<file path="config.mk">
export PLATFORM = sky130hd
export DESIGN_NAME = spi_frame_loader_flat
export DESIGN_NICKNAME = d
export VERILOG_FILES = /design/src/rtl/spi_frame_loader_if.sv /design/src/rtl/spi_frame_loader.sv /design/src/flat_wrapper.sv
export SDC_FILE = /design/constraint.sdc
export NUM_CORES = 1
export LEC_CHECK = 0
export BUFFER_PORTS_ARGS = -buffer_cell sky130_fd_sc_hd__clkbuf_2
export CORE_ASPECT_RATIO = 0.6
export CORE_MARGIN = 3
export CORE_UTILIZATION = 29
export CTS_CLUSTER_DIAMETER = 120
export CTS_CLUSTER_SIZE = 25
export DETAILED_ROUTE_END_ITERATION = 10
export SLEW_MARGIN = 10
export SYNTH_ARGS = -nofsm -noshare
export SYNTH_HDL_FRONTEND = slang
export SYNTH_SLANG_ARGS = --single-unit
</file>
<file path="constraint.sdc">
create_clock -name clk -period 2.15 [get_ports clk]
set_clock_uncertainty 0.15 [all_clocks]
set_input_delay 0.3225 -clock clk [delete_from_list [all_inputs] [get_ports clk]]
set_output_delay 0.3225 -clock clk [all_outputs]
set_load 0.01 [all_outputs]
</file>
<file path="src/rtl/spi_frame_loader_if.sv">
// Pixel-RAM write port between the SPI frame loader and the matrix driver.
// The loader drives it as master; the driver (or a bench monitor) listens as slave.
interface spi_frame_loader_if #(
    parameter int ADR_W = 10
);
    logic             we;
    logic [ADR_W-1:0] adr_in;
    logic [2:0]       rgb_in;

    modport master (output we, adr_in, rgb_in);
    modport slave  (input  we, adr_in, rgb_in);
endinterface

</file>
<file path="src/rtl/spi_frame_loader.sv">
// SPI mode-0 slave that receives a 32x32 3-bit-colour frame, two pixels per byte,
// and writes it into the matrix driver's pixel RAM with clean single-cycle strobes.
module spi_frame_loader #(
    parameter int ADR_W       = 10,
    parameter int SYNC_STAGES = 2
) (
    input  logic                clk,
    input  logic                reset_n,
    input  logic                sck,
    input  logic                sdi,
    input  logic                cs_n,
    spi_frame_loader_if.master  wr,
    output logic                frame_done,
    output logic                overflow
);

    typedef enum logic [2:0] {
        IDLE,
        SETUP0,
        STROBE0,
        HOLD0,
        SETUP1,
        STROBE1,
        HOLD1
    } state_t;

    localparam logic [ADR_W:0] FULL    = {1'b1, {ADR_W{1'b0}}};
    localparam logic [ADR_W:0] LAST    = FULL - 1'b1;
    localparam logic [ADR_W:0] PTR_ONE = {{ADR_W{1'b0}}, 1'b1};

    logic [SYNC_STAGES-1:0] sck_sync;
    logic [SYNC_STAGES-1:0] sdi_sync;
    logic [SYNC_STAGES-1:0] cs_sync;
    logic                   sck_prev;
    logic                   cs_prev;
    logic                   sck_s;
    logic                   sdi_s;
    logic                   cs_s;
    logic                   sck_rise;
    logic                   cs_fall;
    logic                   cs_rise;

    logic                   active;
    logic [2:0]             bit_cnt;
    logic [5:0]             shreg;
    logic [5:0]             pix_q;
    logic                   byte_valid;

    state_t                 state_q;
    state_t                 state_d;
    logic [ADR_W:0]         ptr;
    logic [ADR_W:0]         ptr_eff;
    logic                   pend;
    logic                   full;

    assign sck_s    = sck_sync[SYNC_STAGES-1];
    assign sdi_s    = sdi_sync[SYNC_STAGES-1];
    assign cs_s     = cs_sync[SYNC_STAGES-1];
    assign sck_rise = sck_s & ~sck_prev;
    assign cs_fall  = ~cs_s & cs_prev;
    assign cs_rise  = cs_s & ~cs_prev;

    // cs resets to 0 so a chip select already low at reset release is not seen as a new frame
    always_ff @(posedge clk or negedge reset_n) begin
        if (!reset_n) begin
            sck_sync <= '0;
            sdi_sync <= '0;
            cs_sync  <= '0;
            sck_prev <= 1'b0;
            cs_prev  <= 1'b0;
        end else begin
            sck_sync <= {sck_sync[SYNC_STAGES-2:0], sck};
            sdi_sync <= {sdi_sync[SYNC_STAGES-2:0], sdi};
            cs_sync  <= {cs_sync[SYNC_STAGES-2:0], cs_n};
            sck_prev <= sck_s;
            cs_prev  <= cs_s;
        end
    end

    // Only the last six bits are kept; bit7 simply shifts out and is never needed
    always_ff @(posedge clk or negedge reset_n) begin
        if (!reset_n) begin
            active     <= 1'b0;
            bit_cnt    <= 3'd0;
            shreg      <= '0;
            pix_q      <= '0;
            byte_valid <= 1'b0;
        end else begin
            byte_valid <= 1'b0;
            if (cs_fall) begin
                active  <= 1'b1;
                bit_cnt <= 3'd0;
            end else if (cs_rise) begin
                active  <= 1'b0;
                bit_cnt <= 3'd0;
            end else if (active && !cs_s && sck_rise) begin
                shreg   <= {shreg[4:0], sdi_s};
                bit_cnt <= bit_cnt + 3'd1;
                if (bit_cnt == 3'd7) begin
                    pix_q      <= {shreg[5:3], shreg[1:0], sdi_s};
                    byte_valid <= 1'b1;
                end
            end
        end
    end

    assign ptr_eff = pend ? '0 : ptr;
    assign full    = (ptr_eff == FULL);

    always_ff @(posedge clk or negedge reset_n) begin
        if (!reset_n) begin
            state_q <= IDLE;
        end else begin
            state_q <= state_d;
        end
    end

    always_comb begin
        state_d = state_q;
        case (state_q)
            IDLE:    if (byte_valid && !full) state_d = SETUP0;
            SETUP0:  state_d = STROBE0;
            STROBE0: state_d = HOLD0;
            HOLD0:   state_d = SETUP1;
            SETUP1:  state_d = STROBE1;
            STROBE1: state_d = HOLD1;
            HOLD1:   state_d = IDLE;
            default: state_d = IDLE;
        endcase
    end

    // A frame start seen mid-sequence is parked in pend so the running pair keeps its addresses
    always_ff @(posedge clk or negedge reset_n) begin
        if (!reset_n) begin
            ptr        <= '0;
            pend       <= 1'b0;
            overflow   <= 1'b0;
            frame_done <= 1'b0;
            wr.we      <= 1'b0;
            wr.adr_in  <= '0;
            wr.rgb_in  <= '0;
        end else begin
            frame_done <= (state_q == STROBE1) && (ptr == LAST);
            wr.we      <= (state_d == STROBE0) || (state_d == STROBE1);

            if (state_q == IDLE) begin
                if (pend) begin
                    ptr  <= '0;
                    pend <= 1'b0;
                end
                if (byte_valid && full) begin
                    overflow <= 1'b1;
                end
                if (state_d == SETUP0) begin
                    wr.adr_in <= ptr_eff[ADR_W-1:0];
                    wr.rgb_in <= pix_q[5:3];
                end
            end

            if (state_q == HOLD0) begin
                wr.adr_in <= {wr.adr_in[ADR_W-1:1], 1'b1};
                wr.rgb_in <= pix_q[2:0];
            end

            if (state_q == HOLD0 || state_q == HOLD1) begin
                ptr <= ptr + PTR_ONE;
            end

            if (cs_fall) begin
                overflow <= 1'b0;
                if (state_q == IDLE) begin
                    ptr  <= '0;
                    pend <= 1'b0;
                end else begin
                    pend <= 1'b1;
                end
            end
        end
    end

endmodule

</file>
<file path="src/flat_wrapper.sv">
// flat-port wrapper written by rule: the top's interface ports become plain ports
module spi_frame_loader_flat 
#(
    parameter int ADR_W       = 10,
    parameter int SYNC_STAGES = 2
)
  (clk, reset_n, sck, sdi, cs_n, frame_done, overflow, wr_we, wr_adr_in, wr_rgb_in);
  spi_frame_loader_if #(.ADR_W(ADR_W)) wr_i ();
  input  logic clk;
  input  logic reset_n;
  input  logic sck;
  input  logic sdi;
  input  logic cs_n;
  output logic frame_done;
  output logic overflow;
  output wire logic [$bits(wr_i.we)-1:0] wr_we;
  output wire logic [$bits(wr_i.adr_in)-1:0] wr_adr_in;
  output wire logic [$bits(wr_i.rgb_in)-1:0] wr_rgb_in;
  assign wr_we = wr_i.we;
  assign wr_adr_in = wr_i.adr_in;
  assign wr_rgb_in = wr_i.rgb_in;
  spi_frame_loader #(.ADR_W(ADR_W), .SYNC_STAGES(SYNC_STAGES)) u_core (.clk(clk), .reset_n(reset_n), .sck(sck), .sdi(sdi), .cs_n(cs_n), .wr(wr_i), .frame_done(frame_done), .overflow(overflow));
endmodule
</file>
==> results by group <==
Pwr
  • Final Power: 2.10 mW
  • Pwr per Cell Area: ~710 nW/um^2
  • Max IR drop VDD: 0.282 mV
  • Leak: roughly 1.4 nW

STA
  • Normalized max-slew margin: 0.661
  • Setup violations, final: 0
  • TNS Setup: 0 ps
  • Worst Hold Slack: about 200 ps
  • Final Hold Vio Count: 0
  • Fmax: a little over 0.5 GHz
  • Pins Over Slew Limit: 0
  • Minimum clock period: ~1900 ps
  • RSZ-0062 raised after global routing: no
  • Worst-Margin Slew: about 500 ps
  • Setup WS post-layout: between 200 and 250 ps
  • Final Cycle Share: 0.899

Cells and area
  • Inserted Diodes: 0
  • Layout area overhead: 19.0%
  • Layout Nets: 254
  • Share of layout cells above drive strength 1: 0.233
  • Final non-filler cell total: ~350
  • # fillers: roughly 800
  • Fin util: 0.366
  • Post-route cell area: around 3000 um^2

Placement
  • HPWL Detailed: between 3000 and 4000 um
  • Placed instance count: about 340
  • Number of port buffers: 20
  • Post-Place Cell Area: ~2800 um^2
  • Pre-CTS worst setup slack: about 230 ps
  • Placer Congestion: between 0.8 and 0.9

Critical path
  • Crit path kind: flip-flop to flip-flop
  • Worst-path fanout max: 10
  • Worst r2r path cells: 4
  • CP Launch Type: flip-flop
  • CP max stage delay: 530 ps
  • Req. time, crit path: 2170 ps
  • Worst R2R Setup Slack: 220 ps
  • Crit path buf inv count: 0
  • CP most frequent cell: o21ai_0
  • Crit end category: flip-flop
  • CP arrival: 1950 ps
  • RR Startpoint: u_core.state_q[0]
  • Reg-to-reg endpoint: u_core.wr.adr_in[3]
  • Crit path max-delay cell type: dfrtp_1
  • Worst path cell trace: or3b_4, or2_1, o21ai_0, o21ai_0
  • CP delay by family, top: simple AND/OR/NAND/NOR gates

CTS
  • CTS resizes: 0
  • CTS tree: built
  • Worst-Skew Late Latency: approximately 300 ps
  • Post-CTS Setup Inserts: 0
  • Clock Sinks: between 50 and 60
  • H-Tree Depth: 2
  • Cts bufs inserted: 5
  • Longest Clk Path Bufs: 2
  • Root Driver: clkbuf_16
  • Reg clk slew, reported paths: around 70 ps

Yosys
  • Synthesized area per cell: between 10 and 15 um^2
  • Post-synthesis mux area share: 0.0834
  • Compound-cell area share of the yosys netlist: 0.130
  • Yosys top cell area share: 0.563
  • Synth Cell Area: about 2500 um^2
  • Synthesized netlist cell count: 214
  • Top cells by area, synth: dfrtp_1 56%, mux2_2 6.3%, o21ai_0 3.2%
  • Most frequent cell after synthesis: dfrtp_1
  • Syn Nets: roughly 220
  • Main synth FF type: dfrtp_1
  • Synth Register Bits: 56
  • Async SR Flop Fraction: 1.00
  • Yosys cell types: between 40 and 50
  • Post-Synth XOR/XNOR Area: 0.0146
  • Synth Area in Adders: 0.0251
  • Most area-hungry cell type in the Yosys netlist: dfrtp_1
  • Post-synth EDFFs: 0
  • Post-Synth Simple-Gate Area: 0.147
  • Sequential share of the synthesized area: 0.563
  • Commonest cells post-synth: 56 x dfrtp_1, 17 x nand2_1, 16 x o21ai_0
  • Largest family of logic cells by synthesized area: simple AND/OR/NAND/NOR gates
  • Synth warn: 0

Min path
  • Worst hold start: u_core.sdi_sync[0]
  • Hold Path End: u_core.sdi_sync[1]
  • Hold Path Class: flip-flop to flip-flop
  • Worst Hold Depth: 0

Drt
  • Post-DR wirelength/cell: about 15 um
  • Post-route DRC violation count: 0
  • DR pass1 iterations: 5
  • Via count: around 1700
  • DR iter-0 viols: roughly 130
  • DR vias/cell: a little under 5
  • Routed wire length: 5350 um
  • DRT antenna net count: 0

Global route
  • Initial antenna violation count: 0
  • Largest net degree at the start of global routing: 38
  • Total track usage: 0.118
  • Vias in the first global route: 1644
  • Grt ovf: 0
  • First-pass GRT wire length: between 9000 and 10000 um

Floorplanning
  • Die area: between 9000 and 10000 um^2
  • Starting Density: 0.307
  • IO Pins: 21
  • Core area: about 8000 um^2
  • # rows: 25
  • Die Wd: between 100 and 150 um
  • Die span in y: between 70 and 80 um

Outcome
  • Run status: finished, final reports clean

Flow run
  • Max Cap Viol: 0
-- how the worst max path moves through the flow --
stage                 startpoint                   to  slack [ps]  depth (start not counted)
4_1_cts        u_core.state_q[0]  u_core.wr.adr_in[0]         220                          4
2_1_floorplan  u_core.state_q[0]  u_core.wr.adr_in[0]         340                          6
6_report       u_core.state_q[0]  u_core.wr.adr_in[3]         220                          4
3_5_place_dp   u_core.state_q[0]  u_core.wr.adr_in[0]         230                          4
5_1_grt        u_core.state_q[0]  u_core.wr.adr_in[8]          70                          4
3_3_place_gp   u_core.state_q[0]  u_core.wr.adr_in[0]         260                          4
-- placed cells by master, fill, tap and decap left out, types with 2 or more instances in the layout --
cell / netlist / layout
dfrtp_1: 56 / 56
clkbuf_2: 0 / 20
nand2_1: 17 / 17
o21ai_0: 16 / 16
mux2_2: 14 / 14
buf_4: 0 / 10
nor2_1: 8 / 8
inv_1: 8 / 8
nand3_1: 8 / 8
o211ai_1: 6 / 6
a21oi_1: 5 / 5
mux2i_1: 5 / 5
nor3_1: 5 / 5
ha_1: 5 / 5
clkbuf_16: 0 / 5
nor4b_1: 4 / 4
and3_1: 4 / 4
dlygate4sd3_1: 0 / 4
nand4_1: 3 / 3
o41ai_1: 3 / 3
a21o_1: 3 / 3
o221ai_1: 3 / 3
o31ai_1: 3 / 3
nor4_1: 2 / 2
nand2b_1: 2 / 2
a22oi_1: 2 / 2
-- cell families (layout without fill, tap and decap cells) --
| logic type | Yosys count | count (layout) |
|---|---|---|
| simple gates | 64 | 64 |
| mux | 19 | 19 |
| buf+inv | 20 | 51 |
| xor+xnor | 2 | 2 |
| compound gates | 48 | 48 |
| fa+ha+maj | 5 | 5 |
| flops | 56 | 56 |
-- timing repair --
item,in CTS,in global routing
hold buffers,4,0
endpoints found under the hold margin,22,0
setup endpoints to repair,0,0
-- area by class of cell --
type,instances,area (um^2),area share
Timing Repair Buffer,35,235,0.0794
Clock inverter,2,38.8,0.0131
Multi-Input combinational cell,138,995,0.336
Clock buffer,6,129,0.0435
Inverter,8,30.0,0.0101
Sequential cell,56,1400,0.473
Tap cell,108,135,0.0456
-- metal layers --
layer | routed length (um) | global-route usage
met5 | 0 | 0
met4 | 3 | 0.0195
met3 | 347 | 0.0530
met2 | 1890 | 0.133
met1 | 3100 | 0.195
-- registers in the layout, summed over array words and instances, names as in the netlist, 3 cells and up --
name / count
u_core.ptr: 11
u_core.wr.adr_in: 10
u_core.pix_q: 6
u_core.shreg: 6
u_core.bit_cnt: 3
u_core.state_q: 3
u_core.wr.rgb_in: 3
-- where the power goes --
group	total (mW)	switching, mW	internal [mW]
Clock	0.944	0.388	0.555
Sequential	1.08	0.0111	1.07
Combinational	0.0690	0.0385	0.0305
Note: power is estimated with default switching activity, not from simulation.
